`src/rtl/chunked_adder_seq.sv`:
```
// chunked_adder_seq: TOTAL_W-bit adder built from a single CHUNK_W-bit slice.
// The slice is reused once per cycle, LSB chunk first, and the carry between
// chunks is kept in a register. Valid/ready handshakes on both sides; one
// operation is in flight at a time (accept, NCHUNK RUN cycles, present).
// Optional feature macro: CHUNK_ADD_SUB_EN (adds A-B support through the sub port).
module chunked_adder_seq #(
  parameter int TOTAL_W = 100,
  parameter int CHUNK_W = 10
) (
  input  logic               clk,
  input  logic               reset,
  input  logic               in_valid,
  output logic               in_ready,
  input  logic [TOTAL_W-1:0] a,
  input  logic [TOTAL_W-1:0] b,
  input  logic               cin,
  input  logic               sub,
  output logic               out_valid,
  input  logic               out_ready,
  output logic [TOTAL_W-1:0] sum,
  output logic               cout,
  output logic               busy
);

  localparam int NCHUNK = TOTAL_W / CHUNK_W;
  localparam int IDX_W  = (NCHUNK > 1) ? $clog2(NCHUNK) : 1;
  localparam logic [IDX_W-1:0] LAST_IDX = IDX_W'(NCHUNK - 1);

  // Reject slice widths that do not tile the operand exactly.
  generate
    if (CHUNK_W < 1 || (TOTAL_W % CHUNK_W) != 0) begin : g_bad_chunk_w
      $error("chunked_adder_seq: TOTAL_W must be a multiple of CHUNK_W");
    end
  endgenerate

  typedef enum logic [1:0] {
    IDLE = 2'd0,
    RUN  = 2'd1,
    DONE = 2'd2
  } state_t;

  state_t               state_q;
  logic [TOTAL_W-1:0]   a_q;
  logic [TOTAL_W-1:0]   b_q;
  logic [IDX_W-1:0]     idx_q;
  logic                 carry_q;
  logic [TOTAL_W-1:0]   acc_q;
  logic [TOTAL_W-1:0]   acc_d;
  logic [TOTAL_W-1:0]   sum_q;
  logic                 cout_q;

  logic [31:0]          chunk_base;
  logic [CHUNK_W-1:0]   a_chunk;
  logic [CHUNK_W-1:0]   b_chunk;
  logic [CHUNK_W:0]     chunk_sum;
  logic                 carry_init;

  assign chunk_base = 32'(idx_q) * 32'(CHUNK_W);
  assign a_chunk    = a_q[chunk_base +: CHUNK_W];

`ifdef CHUNK_ADD_SUB_EN
  logic sub_q;

  // Subtract is A + ~B + 1; the forced carry-in replaces cin.
  assign b_chunk    = b_q[chunk_base +: CHUNK_W] ^ {CHUNK_W{sub_q}};
  assign carry_init = sub ? 1'b1 : cin;
`else
  logic unused_sub;

  assign unused_sub = sub;
  assign b_chunk    = b_q[chunk_base +: CHUNK_W];
  assign carry_init = cin;
`endif

  assign chunk_sum = {1'b0, a_chunk} + {1'b0, b_chunk} + {{CHUNK_W{1'b0}}, carry_q};

  // Merge the slice result into the working accumulator at the current chunk.
  always_comb begin
    acc_d = acc_q;
    acc_d[chunk_base +: CHUNK_W] = chunk_sum[CHUNK_W-1:0];
  end

  // Sequencer: capture operands, ripple one chunk per cycle, hold result until taken.
  always_ff @(posedge clk) begin
    if (reset) begin
      state_q <= IDLE;
      a_q     <= '0;
      b_q     <= '0;
      idx_q   <= '0;
      carry_q <= 1'b0;
      acc_q   <= '0;
      sum_q   <= '0;
      cout_q  <= 1'b0;
`ifdef CHUNK_ADD_SUB_EN
      sub_q   <= 1'b0;
`endif
    end else begin
      case (state_q)
        IDLE: begin
          if (in_valid) begin
            a_q     <= a;
            b_q     <= b;
            carry_q <= carry_init;
            idx_q   <= '0;
            acc_q   <= '0;
`ifdef CHUNK_ADD_SUB_EN
            sub_q   <= sub;
`endif
            state_q <= RUN;
          end
        end
        RUN: begin
          acc_q   <= acc_d;
          carry_q <= chunk_sum[CHUNK_W];
          idx_q   <= idx_q + IDX_W'(1);
          if (idx_q == LAST_IDX) begin
            sum_q   <= acc_d;
            cout_q  <= chunk_sum[CHUNK_W];
            state_q <= DONE;
          end
        end
        DONE: begin
          if (out_ready) begin
            state_q <= IDLE;
          end
        end
        default: state_q <= IDLE;
      endcase
    end
  end

  // Status decodes from the state register; in_ready is also held low while reset is asserted.
  assign in_ready  = (state_q == IDLE) && !reset;
  assign out_valid = (state_q == DONE);
  assign busy      = (state_q == RUN) || (state_q == DONE);
  assign sum       = sum_q;
  assign cout      = cout_q;

endmodule

```
`config.mk`:
```
export PLATFORM = sky130hd
export DESIGN_NAME = chunked_adder_seq
export DESIGN_NICKNAME = d
export VERILOG_FILES = /design/src/rtl/chunked_adder_seq.sv
export SDC_FILE = /design/constraint.sdc
export NUM_CORES = 1
export LEC_CHECK = 0
export ABC_AREA = 1
export CAP_MARGIN = 10
export CORE_UTILIZATION = 54
export CTS_BUF_LIST = sky130_fd_sc_hd__clkbuf_8 sky130_fd_sc_hd__clkbuf_16
export CTS_CLUSTER_SIZE = 30
export DETAILED_ROUTE_END_ITERATION = 6
export PLACE_DENSITY_LB_ADDON = 0.08
export SYNTH_ARGS = -nofsm -noshare
export SYNTH_HDL_FRONTEND = slang
export SYNTH_SLANG_ARGS = --single-unit
```
`constraint.sdc`:
```
create_clock -name clk -period 5.4 [get_ports clk]
set_input_delay 1.08 -clock clk [delete_from_list [all_inputs] [get_ports clk]]
set_output_delay 1.08 -clock clk [all_outputs]
set_load 0.005 [all_outputs]
```
After elaboration in Yosys (flattened, before gate mapping)
Index checks and enable logic that the tools add are counted.
- logic and storage cells: 43
- register bits after elaboration: 408
- output and inout bits: 104
- input bits: 206
- add/subtract/negate cells: 4
- reductions and logical operators: 9
- shift operators: 4
- equality and inequality tests: 6
- multiplexer cells: 11
- multipliers: 1
- operator list (operator ; count):
    case mux 100 bit (2 select lines) ; 1
    indexed part select 100 x 9 -> 10 bit ; 2
    bitwise mux 100 bit ; 1
    2-to-1 mux 100 bit ; 1
    variable shift 10 x 34 -> 100 bit, first input constant ; 1
    indexed part select 10 x 34 -> 100 bit ; 1
    negator 8 -> 34 bit ; 1
    adder 10 x 10 -> 11 bit ; 1
    adder 11 x 1 -> 11 bit ; 1
    case mux 4 bit (2 select lines) ; 1
    multiplier 4 x 3 -> 7 bit, second input constant ; 1
    2-to-1 mux 2 bit ; 3
    case mux 2 bit (3 select lines) ; 1
    AND reduction 2 bit ; 3
    adder 4 x 1 -> 4 bit, second input constant ; 1
    == test 4 bit, second input constant ; 1
    2-to-1 mux 4 bit ; 1
    inequality test 2 bit, second input constant ; 2
    AND reduction 3 bit ; 1
    == test 2 x 1 -> 1 bit, second input constant ; 1
    == test 2 bit, second input constant ; 1
    logical NOT 2 bit ; 1
    inequality test 2 x 1 -> 1 bit, second input constant ; 1
    case mux 1 bit (2 select lines) ; 1
    5 further kinds ; 5

Longest topological paths before layout
- depth after elaboration: 7
- depth in mapped cells: 29
- depth with buffers taken out: 24

Least setup slack after synthesis
No wires, ideal clock.
- kind: register to register
- start point: register idx_q[0]
- end point: register sum_q[38], in the netlist sum[38]
- cell stages (with the launch flop): 27
- period minus slack after synthesis: 3.839 ns
- path buffers: 5
- library setup time: 0.056 ns
- data arrival time: 3.783 ns
- setup slack: 1.561 ns
- path through: dfxtp_1 > buf_2 > buf_2 > clkbuf_1 > clkbuf_1 > buf_2 > mux2i_1 > o21ai_0 > fa_1 > inv_1 > fa_1 > inv_1 > nand3_1 > nand2_1 > nand2_1 > nand2_1 > nand2_1 > o21ai_1 > nand2_1 > nand2_1 > nand2_2 > nor2_2 > nand2_1 > nand3_1 > nand2_1 > a21o_1 > inv_1
- word-level cells in the longest chain between the ends: 6
- ends and longest elaborated chain (element ; RTL line ; RTL):
    start: declaration ; 45 ; logic [IDX_W-1:0] idx_q;
    start signal: assignment ; 115 ; idx_q <= idx_q + IDX_W'(1);
    multiplier 4 x 3 -> 7 bit ; 58 ; assign chunk_base = 32'(idx_q) * 32'(CHUNK_W);
    indexed part select 100 x 9 -> 10 bit (on tied branches) ; 59, 71 ;
    adder 10 x 10 -> 11 bit ; 75 ; assign chunk_sum = {1'b0, a_chunk} + {1'b0, b_chunk} + {{CHUNK_W{1'b0}}, carry_q};
    adder 11 x 1 -> 11 bit ; 75 ;
    indexed part select 10 x 34 -> 100 bit ; 80 ; acc_d[chunk_base +: CHUNK_W] = chunk_sum[CHUNK_W-1:0];
    bitwise mux 100 bit ; 80 ;
    end signal: assignment ; 92 ; sum_q <= '0;
    end signal: assignment ; 117 ; sum_q <= acc_d;
    end: declaration ; 49 ; logic [TOTAL_W-1:0] sum_q;
Several ways; a longest one is shown, not always the timed one.
A chain may end at the register's enable or synchronous reset.

Worst setup path after layout
- start point: register idx_q[3]
- end point: register acc_q[90]
- word-level cells in the longest chain between the ends: 7
- ends and longest elaborated chain (element ; RTL line ; RTL):
    multiplier 4 x 3 -> 7 bit * ; 58 ;
    indexed part select 100 x 9 -> 10 bit (on tied branches) ; 59, 71 ;
    adder 10 x 10 -> 11 bit ; 75 ;
    adder 11 x 1 -> 11 bit ; 75 ;
    indexed part select 10 x 34 -> 100 bit ; 80 ;
    bitwise mux 100 bit * ; 80 ;
    case mux 100 bit (2 select lines) * ; 98 ; case (state_q)
    end signal: assignment ; 91 ; acc_q <= '0;
    end signal: assignment ; 105 ; acc_q <= '0;
    end signal: assignment ; 113 ; acc_q <= acc_d;
    end: declaration ; 47 ; logic [TOTAL_W-1:0] acc_q;
Every way passes the cells marked *; elsewhere a longest branch is shown, timed or not.

==> impl_metrics.yaml <==
clock_network:
  cts_resized: 0
  root_buffer: "clkbuf_16"
  numClockSinks: 408
  hold_buffers: 0
  cts_tree: "done"
  clk_path_buf_depth: 3
  post_cts.repair.setup_buffers: 0
  cts_made_buffers: 43
  cts.reportedPaths.clkPinSlew_ps: 60
  insertion_delay_ps: 580
  htreeDepth: 2
drt:
  wl_per_cell_um: 18.5
  first_pass_iters: 7
  vias_per_cell: 5.74
  vias: 20578
  wl_um: 66300
  remaining_drc_errors: 21
  drt_iter0_drc: 2110
  ant_nets: 0
final_layout:
  area_growth_pct: 23.3
  drive_gt1_share_pct: 6.37
  fin_nets: 3323
  instances_no_fill: 3588
status:
  violations: "design-rule violations"
  status: "complete, but fails checks"
logic_synthesis:
  yosys_warnings: 0
  async_flop_share_pct: 0
  netlist_area_um2: 19800
  synth_area_leaders: "dfxtp_1 (41%), o21ai_0 (11%), nor2_1 (10%), nand2_1 (9.9%), a21oi_1 (4.2%)"
  synth_top_area_share_pct: 41.2
  synth_edf_count: 0
  ys_ff_latch: 408
  synth_area_leader_cell: "dfxtp_1"
  syn-instance-count: 2906
  syn_nets: 3137
  avgSynthCellArea_um2: 6.82
  ys_types: 48
  synth_top_flop_cell: "dfxtp_1"
  synth_seq_area_share_pct: 41.2
worst_setup_path:
  start_kind: "register"
  crit_path_end_kind: "register"
  cp_data_required_time_ps: 5890
  reg2reg_slack_ps: 740
  timing.rr.start: "idx_q[3]$_SDFFE_PP0P_"
  reg2regPathDepth: 20
  critPathLaunch: "idx_q[3]$_SDFFE_PP0P_"
  cp.arrival_ps: 5150
  crit_end: "acc_q[90]$_SDFFE_PP0P_"
  r2r-end: "acc_q[90]$_SDFFE_PP0P_"
  cp_max_fo: 22
  timing_worst_setup_path_type: "register to register"
worst_hold_path:
  min_path_type: "register to register"
  min_path_cells: 2
timing:
  fin_tns_setup_ps: 0
  hold_viol_final: 0
  timing.final.crit_share_pct: 86.3
  tightest_slew_ps: 1150
  final-setup-viol-count: 0
  clock_skew_ps: 19.4
  fmax_ghz: 0.215
  finalMaxSlewViolations: 0
  relSlewSlack_pct: 23.4
  min_period_ps: 4660
  rsz0062_at_grt: "no"
die:
  dieArea_um2: 37400
  core-area_um2: 35800
  initial_utilization_pct: 55.3
  io_pins: 310
  rows: 69
  chipHeight_um: 194
  die_x_um: 194
power_and_ir_drop:
  vdd_drop_max_mv: 0.287
  p_leak_nw: 9.92
  total_power_mw: 11.4
  p_per_area_nw_per_um2: 465
grt:
  grt_pass1_vias: 19566
  grt_max_degree: 174
  overflow: 0
  grt.total_usage_pct: 35.1
  grt_pass1_wl_um: 105000
  antenna_found_initial: 4
placement:
  place_congestion: 0.974
  io_buffers: 308
  place_inst: 3508
  dp_hpwl_um: 45500
job:
  drv_cap: 0
## worst min-delay path by stage
| stage | from | end | slack [ps] |
|---|---|---|---|
| 2_1_floorplan | acc_q[39]$_SDFFE_PP0P_ | acc_q[39]$_SDFFE_PP0P_ | 440 |
| 3_3_place_gp | acc_q[87]$_SDFFE_PP0P_ | acc_q[87]$_SDFFE_PP0P_ | 450 |
| 3_5_place_dp | acc_q[94]$_SDFFE_PP0P_ | acc_q[94]$_SDFFE_PP0P_ | 450 |
| 4_1_cts | acc_q[94]$_SDFFE_PP0P_ | acc_q[94]$_SDFFE_PP0P_ | 460 |
| 5_1_grt | acc_q[52]$_SDFFE_PP0P_ | acc_q[52]$_SDFFE_PP0P_ | 480 |
| 6_report | acc_q[94]$_SDFFE_PP0P_ | acc_q[94]$_SDFFE_PP0P_ | 460 |
## cells in the final DEF (no fill, tap or decap), types with 25 or more instances in the layout
cell,n
o211ai_1,29
o21bai_1,58
clkbuf_16,43
nor2_1,549
a21oi_1,166
nand3_1,159
clkdlybuf4s50_1,307
o221ai_1,31
inv_1,151
or2_2,25
o21ai_0,436
buf_4,28
nand2_1,519
dfxtp_1,406
nand4_1,27
## kinds of logic after synthesis
kind of cell | count (synthesis) | share of synthesized area [%]
buf+inv | 364 | 7.18
simple gates | 1324 | 27.6
xor+xnor | 3 | 0.171
fa+ha+maj | 25 | 1.69
compound gates | 773 | 21.6
flops | 408 | 41.2
mux | 9 | 0.455
## metal layers
metal	wire, um	vias to the layer above	part of all wire (%)	GRT usage (%)
li1	-	9967	-	-
met1	29800	9558	45	50.1
met2	28400	930	43	52.3
met3	6330	121	9.5	7.71
met4	1640	2	2.5	11.3
met5	9	-	0.014	0
## critical path, cell delays in order (launching register included)
cell      delay (ps)
dfxtp_1          480
inv_2            280
nor3_1           390
clkinv_1         400
o21ai_0          370
fa_1             310
inv_1             70
fa_1             410
inv_1             90
nand3_1           90
nand2_1          100
nand2_1           50
nand2_1          110
nand2_1          110
o211ai_1         360
nand2_1          110
nand2_1          320
nand3_1          150
nand2_1          110
nand2_1           60
a21oi_1          180
## flip-flops by register name (all words and copies together), names as in the netlist
name and count:
b_q 100, a_q 100, state_q 2, idx_q 4
cout 1, acc_q 100, sum 100, carry_q 1
## synthesized netlist by cell type (3+ instances only)
cell type and instances:
nand2_2 5, o221ai_1 31, a21oi_2 3, o21bai_1 58, clkbuf_1 162, nor3_2 5
o22ai_1 9, nor2_1 550, ha_1 22, o21ai_0 436, mux2i_1 9, fa_1 3
buf_6 4, nor2_2 15, inv_2 12, dfxtp_1 408, nor2_4 3, nand4_1 27
buf_1 20, o21ai_1 22, buf_2 12, inv_1 148, a21oi_1 166, nor3_1 5
o211ai_1 29, a31o_2 9, nand2_1 520, or2_2 25, a21o_1 4, nand3_1 159
## per-stage QoR
step	instance area [um^2]	utilization [%]	setup slack, ps	hold WS, ps
floorplan	19800	-	1560	441
global placement	23000	64.2	864	447
detailed placement	23000	64.2	838	452
CTS	24400	68.1	789	461
global route	24400	68.2	355	475
finish	24400	68.2	739	460
## layout make-up
type | instances | area (um^2)
inverters | 163 | 626
clock buffers | 55 | 1240
flip-flops and latches | 408 | 8170
clock inverters | 23 | 159
repair buffers | 342 | 3410
diodes | 2 | 5.00
fillers | 3079 | 11400
well taps | 461 | 577
multi-input cells | 2134 | 10200
## where the power goes
part | total, mW | switching [mW] | internal (mW)
Clock | 2.92 | 1.25 | 1.67
Combinational | 4.81 | 3.46 | 1.35
Sequential | 3.63 | 0.218 | 3.41
Total | 11.4 | 4.93 | 6.44
(Power assumes the default switching activity.)
